`src/rtl/matrix_gen_scheduler_pkg.sv`:
```
// matrix_gen_pkg: shared types and helpers for matrix_gen_scheduler.
//   mg_state_e  - scheduler FSM state encoding
//   MG_MAX_DIM  - largest row/column count the generator accepts
//   MG_TIMEOUT  - default WAIT_DONE abort limit in cycles
//   clamp_dim   - maps a raw 3-bit dimension into 1..max_d
//   order_bounds - returns {lo, hi} of two unsigned bytes
package matrix_gen_pkg;

  localparam int MG_MAX_DIM = 5;
  localparam int MG_TIMEOUT = 64;

  typedef enum logic [2:0] {
    ST_IDLE      = 3'd0,
    ST_LAUNCH    = 3'd1,
    ST_WAIT_DONE = 3'd2,
    ST_SETTLE    = 3'd3,
    ST_STORE     = 3'd4,
    ST_RELEASE   = 3'd5
  } mg_state_e;

  // A zero dimension is promoted to 1 so the generator never sees an
  // empty matrix; oversize requests are clipped to max_d.
  function automatic logic [2:0] clamp_dim(input logic [2:0] d,
                                           input logic [2:0] max_d);
    if (d == 3'd0) begin
      return 3'd1;
    end else if (d > max_d) begin
      return max_d;
    end else begin
      return d;
    end
  endfunction

  // Unsigned ordering of an 8-bit bound pair: result is {lo, hi}.
  function automatic logic [15:0] order_bounds(input logic [7:0] a,
                                               input logic [7:0] b);
    if (a > b) begin
      return {b, a};
    end else begin
      return {a, b};
    end
  endfunction

endpackage

```
`src/rtl/matrix_gen_scheduler_if.sv`:
```
// matrix_gen_scheduler_if: bundles the two-requester request bus, the
// generator handshake and the storage capture port.
//   slave  - scheduler view (consumes requests, drives generator/storage)
//   master - environment view (requesters, generator, storage)
// Parameters: WIDTH (element width), SLOT_W (storage slot index width).
interface matrix_gen_scheduler_if #(
  parameter int WIDTH  = 8,
  parameter int SLOT_W = 2
);
  logic [1:0]          req_valid;
  logic [5:0]          req_row;
  logic [5:0]          req_col;
  logic [2*WIDTH-1:0]  req_min;
  logic [2*WIDTH-1:0]  req_max;
  logic [2*SLOT_W-1:0] req_slot;
  logic [1:0]          req_done;
  logic [1:0]          req_err;

  logic [2:0]          gen_row;
  logic [2:0]          gen_col;
  logic [WIDTH-1:0]    gen_min;
  logic [WIDTH-1:0]    gen_max;
  logic                gen_update_en;
  logic                gen_update_done;

  logic                store_we;
  logic [SLOT_W-1:0]   store_slot;
  logic [2:0]          store_row;
  logic [2:0]          store_col;

  logic                busy;

  modport slave (
    input  req_valid, req_row, req_col, req_min, req_max, req_slot,
    input  gen_update_done,
    output req_done, req_err,
    output gen_row, gen_col, gen_min, gen_max, gen_update_en,
    output store_we, store_slot, store_row, store_col,
    output busy
  );

  modport master (
    output req_valid, req_row, req_col, req_min, req_max, req_slot,
    output gen_update_done,
    input  req_done, req_err,
    input  gen_row, gen_col, gen_min, gen_max, gen_update_en,
    input  store_we, store_slot, store_row, store_col,
    input  busy
  );
endinterface

```
`src/rtl/matrix_gen_scheduler_arb.sv`:
```
// rr_arbiter2: two-requester round-robin arbiter.
//   clk, rst_n  - clock, synchronous active-low reset
//   req_i       - request vector
//   accept_i    - the current grant was taken this cycle
//   gnt_vld_o   - some request is pending
//   gnt_idx_o   - index of the winning requester
// The pointer names the preferred requester; after an accepted grant it
// moves to the requester that lost, so a lone requester always wins.
module rr_arbiter2 (
  input  logic       clk,
  input  logic       rst_n,
  input  logic [1:0] req_i,
  input  logic       accept_i,
  output logic       gnt_vld_o,
  output logic       gnt_idx_o
);

  logic ptr_q, ptr_d;

  always_comb begin
    gnt_vld_o = |req_i;
    gnt_idx_o = req_i[ptr_q] ? ptr_q : ~ptr_q;
    ptr_d     = accept_i ? ~gnt_idx_o : ptr_q;
  end

  always_ff @(posedge clk) begin
    if (!rst_n) begin
      ptr_q <= 1'b0;
    end else begin
      ptr_q <= ptr_d;
    end
  end

endmodule

```
`src/rtl/matrix_gen_scheduler.sv`:
```
// matrix_gen_scheduler: arbitrates matrix-fill requests from two
// requesters, normalises dims/bounds, drives the generator's level
// update handshake and strobes the result into a storage slot.
//   clk, rst_n - clock, synchronous active-low reset
//   bus        - matrix_gen_scheduler_if.slave (requests, generator, storage, busy)
// Build option: MATRIX_GEN_TIMEOUT_EN enables the WAIT_DONE abort counter
// and req_err; without it WAIT_DONE waits indefinitely and req_err is 0.
//
// state      | meaning
// IDLE       | waiting for a request; gen_* hold the last fill
// LAUNCH     | first cycle of gen_update_en; stale done diverts to RELEASE
// WAIT_DONE  | gen_update_en held until gen_update_done
// SETTLE     | one cycle for generator outputs to settle
// STORE      | store_we and req_done to the granted requester
// RELEASE    | gen_update_en low until done clears; relaunch if stale
module matrix_gen_scheduler
  import matrix_gen_pkg::*;
#(
  parameter int WIDTH   = 8,
  parameter int MAX_DIM = MG_MAX_DIM,
  parameter int SLOT_W  = 2,
  parameter int TIMEOUT = MG_TIMEOUT
) (
  input logic                    clk,
  input logic                    rst_n,
  matrix_gen_scheduler_if.slave  bus
);

  mg_state_e         state_q, state_d;
  logic              grant_q, grant_d;
  logic              relaunch_q, relaunch_d;
  logic [2:0]        row_q, row_d, col_q, col_d;
  logic [WIDTH-1:0]  min_q, min_d, max_q, max_d;
  logic [SLOT_W-1:0] slot_q, slot_d;

  logic              gnt_vld, gnt_idx, grant_accept;
  logic              gen_en, store_pulse;
  logic [1:0]        grant_vec;
  logic [2:0]        sel_row, sel_col;
  logic [WIDTH-1:0]  sel_min, sel_max;
  logic [SLOT_W-1:0] sel_slot;

`ifdef MATRIX_GEN_TIMEOUT_EN
  localparam int CNT_W = (TIMEOUT > 1) ? $clog2(TIMEOUT) : 1;
  logic [CNT_W-1:0] cnt_q, cnt_d;
  logic             err_pulse;
`endif

  assign grant_accept = (state_q == ST_IDLE) && gnt_vld;

  rr_arbiter2 u_arb (
    .clk       (clk),
    .rst_n     (rst_n),
    .req_i     (bus.req_valid),
    .accept_i  (grant_accept),
    .gnt_vld_o (gnt_vld),
    .gnt_idx_o (gnt_idx)
  );

  always_comb begin
    sel_row  = gnt_idx ? bus.req_row[5:3]             : bus.req_row[2:0];
    sel_col  = gnt_idx ? bus.req_col[5:3]             : bus.req_col[2:0];
    sel_min  = gnt_idx ? bus.req_min[2*WIDTH-1:WIDTH] : bus.req_min[WIDTH-1:0];
    sel_max  = gnt_idx ? bus.req_max[2*WIDTH-1:WIDTH] : bus.req_max[WIDTH-1:0];
    sel_slot = gnt_idx ? bus.req_slot[2*SLOT_W-1:SLOT_W] : bus.req_slot[SLOT_W-1:0];
  end

  // Parameters are captured only at grant, so requesters may change req_*
  // freely while their fill is in flight.
  always_comb begin
    grant_d = grant_q;
    row_d   = row_q;
    col_d   = col_q;
    min_d   = min_q;
    max_d   = max_q;
    slot_d  = slot_q;
    if (grant_accept) begin
      grant_d = gnt_idx;
      row_d   = clamp_dim(sel_row, 3'(MAX_DIM));
      col_d   = clamp_dim(sel_col, 3'(MAX_DIM));
      slot_d  = sel_slot;
      if (sel_min > sel_max) begin
        min_d = sel_max;
        max_d = sel_min;
      end else begin
        min_d = sel_min;
        max_d = sel_max;
      end
    end
  end

  always_comb begin
    state_d     = state_q;
    relaunch_d  = relaunch_q;
    gen_en      = 1'b0;
    store_pulse = 1'b0;
`ifdef MATRIX_GEN_TIMEOUT_EN
    cnt_d       = cnt_q;
    err_pulse   = 1'b0;
`endif
    unique case (state_q)
      ST_IDLE: begin
        if (gnt_vld) begin
          state_d    = ST_LAUNCH;
          relaunch_d = 1'b0;
        end
      end
      ST_LAUNCH: begin
        gen_en = 1'b1;
        // Done already high here cannot belong to this launch.
        if (bus.gen_update_done) begin
          state_d    = ST_RELEASE;
          relaunch_d = 1'b1;
        end else begin
          state_d = ST_WAIT_DONE;
`ifdef MATRIX_GEN_TIMEOUT_EN
          cnt_d   = CNT_W'(TIMEOUT - 1);
`endif
        end
      end
      ST_WAIT_DONE: begin
        gen_en = 1'b1;
        if (bus.gen_update_done) begin
          state_d = ST_SETTLE;
        end
`ifdef MATRIX_GEN_TIMEOUT_EN
        else if (cnt_q == '0) begin
          err_pulse = 1'b1;
          state_d   = ST_RELEASE;
        end else begin
          cnt_d = cnt_q - 1'b1;
        end
`endif
      end
      ST_SETTLE: begin
        gen_en  = 1'b1;
        state_d = ST_STORE;
      end
      ST_STORE: begin
        store_pulse = 1'b1;
        state_d     = ST_RELEASE;
      end
      ST_RELEASE: begin
        if (!bus.gen_update_done) begin
          state_d    = relaunch_q ? ST_LAUNCH : ST_IDLE;
          relaunch_d = 1'b0;
        end
      end
      default: begin
        state_d    = ST_IDLE;
        relaunch_d = 1'b0;
      end
    endcase
  end

  always_ff @(posedge clk) begin
    if (!rst_n) begin
      state_q    <= ST_IDLE;
      grant_q    <= 1'b0;
      relaunch_q <= 1'b0;
      row_q      <= 3'd1;
      col_q      <= 3'd1;
      min_q      <= '0;
      max_q      <= '0;
      slot_q     <= '0;
`ifdef MATRIX_GEN_TIMEOUT_EN
      cnt_q      <= '0;
`endif
    end else begin
      state_q    <= state_d;
      grant_q    <= grant_d;
      relaunch_q <= relaunch_d;
      row_q      <= row_d;
      col_q      <= col_d;
      min_q      <= min_d;
      max_q      <= max_d;
      slot_q     <= slot_d;
`ifdef MATRIX_GEN_TIMEOUT_EN
      cnt_q      <= cnt_d;
`endif
    end
  end

  assign grant_vec         = grant_q ? 2'b10 : 2'b01;
  assign bus.gen_row       = row_q;
  assign bus.gen_col       = col_q;
  assign bus.gen_min       = min_q;
  assign bus.gen_max       = max_q;
  assign bus.gen_update_en = gen_en;
  assign bus.store_we      = store_pulse;
  assign bus.store_slot    = store_pulse ? slot_q : '0;
  assign bus.store_row     = store_pulse ? row_q  : '0;
  assign bus.store_col     = store_pulse ? col_q  : '0;
  assign bus.req_done      = store_pulse ? grant_vec : 2'b00;
  assign bus.busy          = (state_q != ST_IDLE);
`ifdef MATRIX_GEN_TIMEOUT_EN
  assign bus.req_err       = err_pulse ? grant_vec : 2'b00;
`else
  assign bus.req_err       = 2'b00;
`endif

endmodule

```
`src/flat_wrapper.sv`:
```
// flat-port wrapper written by rule: the top's interface ports become plain ports
module matrix_gen_scheduler_flat import matrix_gen_pkg::*;
#(
  parameter int WIDTH   = 8,
  parameter int MAX_DIM = MG_MAX_DIM,
  parameter int SLOT_W  = 2,
  parameter int TIMEOUT = MG_TIMEOUT
)
  (clk, rst_n, bus_req_valid, bus_req_row, bus_req_col, bus_req_min, bus_req_max, bus_req_slot, bus_gen_update_done, bus_req_done, bus_req_err, bus_gen_row, bus_gen_col, bus_gen_min, bus_gen_max, bus_gen_update_en, bus_store_we, bus_store_slot, bus_store_row, bus_store_col, bus_busy);
  matrix_gen_scheduler_if #(.WIDTH(WIDTH), .SLOT_W(SLOT_W)) bus_i ();
  input logic clk;
  input logic rst_n;
  input wire logic [$bits(bus_i.req_valid)-1:0] bus_req_valid;
  input wire logic [$bits(bus_i.req_row)-1:0] bus_req_row;
  input wire logic [$bits(bus_i.req_col)-1:0] bus_req_col;
  input wire logic [$bits(bus_i.req_min)-1:0] bus_req_min;
  input wire logic [$bits(bus_i.req_max)-1:0] bus_req_max;
  input wire logic [$bits(bus_i.req_slot)-1:0] bus_req_slot;
  input wire logic [$bits(bus_i.gen_update_done)-1:0] bus_gen_update_done;
  output wire logic [$bits(bus_i.req_done)-1:0] bus_req_done;
  output wire logic [$bits(bus_i.req_err)-1:0] bus_req_err;
  output wire logic [$bits(bus_i.gen_row)-1:0] bus_gen_row;
  output wire logic [$bits(bus_i.gen_col)-1:0] bus_gen_col;
  output wire logic [$bits(bus_i.gen_min)-1:0] bus_gen_min;
  output wire logic [$bits(bus_i.gen_max)-1:0] bus_gen_max;
  output wire logic [$bits(bus_i.gen_update_en)-1:0] bus_gen_update_en;
  output wire logic [$bits(bus_i.store_we)-1:0] bus_store_we;
  output wire logic [$bits(bus_i.store_slot)-1:0] bus_store_slot;
  output wire logic [$bits(bus_i.store_row)-1:0] bus_store_row;
  output wire logic [$bits(bus_i.store_col)-1:0] bus_store_col;
  output wire logic [$bits(bus_i.busy)-1:0] bus_busy;
  assign bus_i.req_valid = bus_req_valid;
  assign bus_i.req_row = bus_req_row;
  assign bus_i.req_col = bus_req_col;
  assign bus_i.req_min = bus_req_min;
  assign bus_i.req_max = bus_req_max;
  assign bus_i.req_slot = bus_req_slot;
  assign bus_i.gen_update_done = bus_gen_update_done;
  assign bus_req_done = bus_i.req_done;
  assign bus_req_err = bus_i.req_err;
  assign bus_gen_row = bus_i.gen_row;
  assign bus_gen_col = bus_i.gen_col;
  assign bus_gen_min = bus_i.gen_min;
  assign bus_gen_max = bus_i.gen_max;
  assign bus_gen_update_en = bus_i.gen_update_en;
  assign bus_store_we = bus_i.store_we;
  assign bus_store_slot = bus_i.store_slot;
  assign bus_store_row = bus_i.store_row;
  assign bus_store_col = bus_i.store_col;
  assign bus_busy = bus_i.busy;
  matrix_gen_scheduler #(.WIDTH(WIDTH), .MAX_DIM(MAX_DIM), .SLOT_W(SLOT_W), .TIMEOUT(TIMEOUT)) u_core (.clk(clk), .rst_n(rst_n), .bus(bus_i));
endmodule
```
`config.mk`:
```
export PLATFORM = sky130hd
export DESIGN_NAME = matrix_gen_scheduler_flat
export DESIGN_NICKNAME = d
export VERILOG_FILES = /design/src/rtl/matrix_gen_scheduler_pkg.sv /design/src/rtl/matrix_gen_scheduler_if.sv /design/src/rtl/matrix_gen_scheduler_arb.sv /design/src/rtl/matrix_gen_scheduler.sv /design/src/flat_wrapper.sv
export SDC_FILE = /design/constraint.sdc
export NUM_CORES = 1
export LEC_CHECK = 0
export ABC_AREA = 1
export BUFFER_PORTS_ARGS = -buffer_cell sky130_fd_sc_hd__buf_2
export CAP_MARGIN = 15
export CORE_MARGIN = 8
export CORE_UTILIZATION = 48
export CTS_CLUSTER_DIAMETER = 150
export DETAILED_ROUTE_END_ITERATION = 8
export PLACE_DENSITY_LB_ADDON = 0.3
export SYNTH_ARGS = -nofsm -noshare
export SYNTH_HDL_FRONTEND = slang
export SYNTH_SLANG_ARGS = --single-unit
```
`constraint.sdc`:
```
create_clock -name clk -period 3.3 [get_ports clk]
set_clock_uncertainty 0.1 [all_clocks]
set_input_delay 0.825 -clock clk [delete_from_list [all_inputs] [get_ports clk]]
set_output_delay 0.825 -clock clk [all_outputs]
set_load 0.01 [all_outputs]
```
==> metrics.cfg <==
[outcome]
status = completed

[worst_setup_path]
path_cells = buf_2, nand2_1, o21ai_2, inv_2, buf_4, nand2_1, nand2_1, inv_1, ha_1, nand2_1, nor2_1, nand2_1, nand2_1, buf_4, a21boi_0, nor2_1, nor2_1
end_kind = flip-flop
cp_slowest_cell = ha_1
cp_common_cell = nand2_1
worstSetupPathType = in -> reg
critPathLaunchType = input pin
critPathTopFamily = buffers and inverters
path_buf_inv = 5
worstPathMaxFanout = 24
critPathArrivalTime_ps = 2870
critPathRequiredTime_ps = 3370
cp_slowest_stage_delay_ps = 260

[routing]
drt_iter0_markers = 155
drc = 0
wl_per_cell_um = 11.9
wl_um = 5710
vias = 2325
drtAntennaViolNets = 0
dr.pass1.iters = 4
via_per_inst = 4.84

[worst_hold_path]
hold_class = reg -> reg

[timing]
setup_viol = 0
period_share_pct = 84.7
grt_setup_unrepaired = false
fin_crit_ps = 2790
hold_viol = 0
setup_tns_ps = 0
max_freq_ghz = 0.358
drv_slew = 0

[cells_and_area]
fillers = 445
final_area_um2 = 2650
instances_no_fill = 480
area_delta_synth_final_pct = 25.6
fin_nets = 488
register_area_um2 = 601
fin_util_pct = 61.6
antenna_cells = 0
layout-drive-gt1-share_pct = 25.2
multi_input_area_um2 = 1210

[clock_network]
cts_tree = yes
clock_latency_ps = 280
cts-resized-gates = 0
htreeDepth = 2
cts_setup_buffers = 0
clk_pin_slew_ps = 60
numCtsBuffers = 5
hold_buffers = 0
clockBufferDepth = 2
cts-root-buf = clkbuf_8
clkSinkCount = 30

[synthesis]
ys_warn_count = 0
synth_compound_area_share_pct = 16.1
seq_area_frac_synth_pct = 28.5
yosysUniqueCellTypes = 30
syn_avg_cell_area_um2 = 6.11
ys_seq_elements = 30
synthAdderAreaFrac_pct = 4.75
synth-xor-area-share_pct = 0
synth_top_family_by_area = simple AND/OR/NAND/NOR gates
muxShareOfSynthArea_pct = 0
netlist_instances = 345
synth-simple-area-share_pct = 36.5
synth_area_um2 = 2110

[pwr]
ir_drop_mv = 0.353
finalPower_w = 0.00183
p_per_area_nw_per_um2 = 692
leakagePower_nw = 1.55

[floorplan]
core-area_um2 = 4290
start_util_pct = 49.1
top_level_ports = 90
dieWidth_um = 82.3
std_cell_rows = 24
die_h_um = 82.3
die_area_um2 = 6770

[placed_design]
dp.cells = 472
gp_congestion = 0.915
placed_area_um2 = 2540
place_hpwl_um = 4460
io_buffers = 87

[grt]
grt_pass1_vias = 2317
gr-total-overflow = 0
grt_pass1_wl_um = 9800
antenna_found_initial = 0
grt_use_total_pct = 18.1
grt_max_degree = 41

[flow_run]
maxCapViolations = 0

==> stage by stage <==
stage | hold WS [ps] | worst slack (ps)
global placement | 366 | 243
detailed placement | 374 | 192
finish | 384 | 505
floorplan | 355 | 557
global route | 415 | 198
CTS | 385 | 487
==> synth_stat cells (all sizes together) <==
cell type,instances,area [µm²]
a21boi,7,52.6
nor3,2,10.0
a21o,1,7.51
ha,8,100
nand4,4,31.3
o21ai,19,98.8
clkinv,1,3.75
o21bai,2,15.0
a31oi,2,12.5
buf,14,96.3
conb,1,3.75
nor2,45,184
inv,48,180
o2111ai,1,8.76
o21a,8,60.1
a211oi,3,22.5
a21oi,10,61.3
clkbuf,4,15.0
nand3,27,135
nand2,108,408
dfxtp,30,601
==> final timing paths <==
path,from,end,slack [ps],depth (start not counted)
worst max-delay path,bus_req_valid[1],u_core.bus.gen_min[2],510,17
worst min-delay path,u_core.bus.gen_col[1],u_core.bus.gen_col[1],380,2
worst max register to register,u_core.u_arb.ptr_q,u_core.bus.gen_min[2],820,14
worst min register to register,u_core.bus.gen_col[1],u_core.bus.gen_col[1],380,2
==> final cells by class <==
class                      instances  share of cell area [%]
timing repair buffer              92                    17.9
sequential                        30                    22.7
multi-input combinational        249                    45.9
clock inverter                     3                    1.51
inverter                          49                    6.95
tap                               52                    2.46
clock buffer                       5                    2.60
==> power breakdown <==
group          total [W]  switching (W)  internal, W
Clock           0.000367       0.000145     0.000222
Sequential      0.000534      0.0000634     0.000471
Combinational   0.000929       0.000577     0.000352
Total            0.00183       0.000785      0.00105
==> layer usage <==
metal | GRT usage, % | share of wire [%]
met5 | 0 | 0
met1 | 18.4 | 39
met2 | 33.6 | 50
met3 | 4.00 | 7.3
met4 | 9.30 | 3.0
==> sequential cells by signal, summed over array words and instances, names as in the netlist <==
register	count
u_core.bus.gen_max	8
u_core.bus.gen_min	8
u_core.bus.gen_col	3
u_core.bus.gen_row	3
u_core.state_q	3
u_core.slot_q	2
u_core.grant_q	1
u_core.relaunch_q	1
u_core.u_arb.ptr_q	1
==> logic make-up (layout without fill, tap and decap cells) <==
family	Yosys count	in the layout
other cells	1	2
fa+ha+maj	8	8
flops	30	30
compound gates	53	53
simple gates	186	186
buf+inv	67	149
==> placed cells by master, fill, tap and decap left out <==
| cell type | instances |
|---|---|
| o21ai_2 | 1 |
| a21oi_4 | 1 |
| o21ai_0 | 17 |
| nand3_1 | 27 |
| nor2_1 | 43 |
| a21boi_0 | 7 |
| o21bai_1 | 2 |
| nand4_1 | 3 |
| nor3_1 | 2 |
| o2111ai_1 | 1 |
| a21oi_1 | 9 |
| a31oi_1 | 2 |
| bufinv_16 | 1 |
| buf_2 | 87 |
| dfxtp_1 | 30 |
| nand2_2 | 1 |
| ha_1 | 8 |
| a21o_1 | 1 |
| inv_1 | 46 |
| nor2_4 | 2 |
| nand2_1 | 107 |
| a211oi_1 | 3 |
| clkinv_1 | 1 |
| nand4_2 | 1 |
| o21ai_1 | 1 |
| clkbuf_8 | 5 |
| buf_4 | 5 |
| inv_2 | 2 |
| clkinv_2 | 2 |
| conb_1 | 2 |
| o21a_1 | 8 |
==> worst register-to-register path: cells and delay by family, from the launching register on <==
kind / cells / cell delay [ps]
compound gates: 4 / 750
fa+ha+maj: 1 / 300
buf+inv: 3 / 450
flops: 1 / 360
simple gates: 6 / 470
Power figures use the tool's default switching activity.
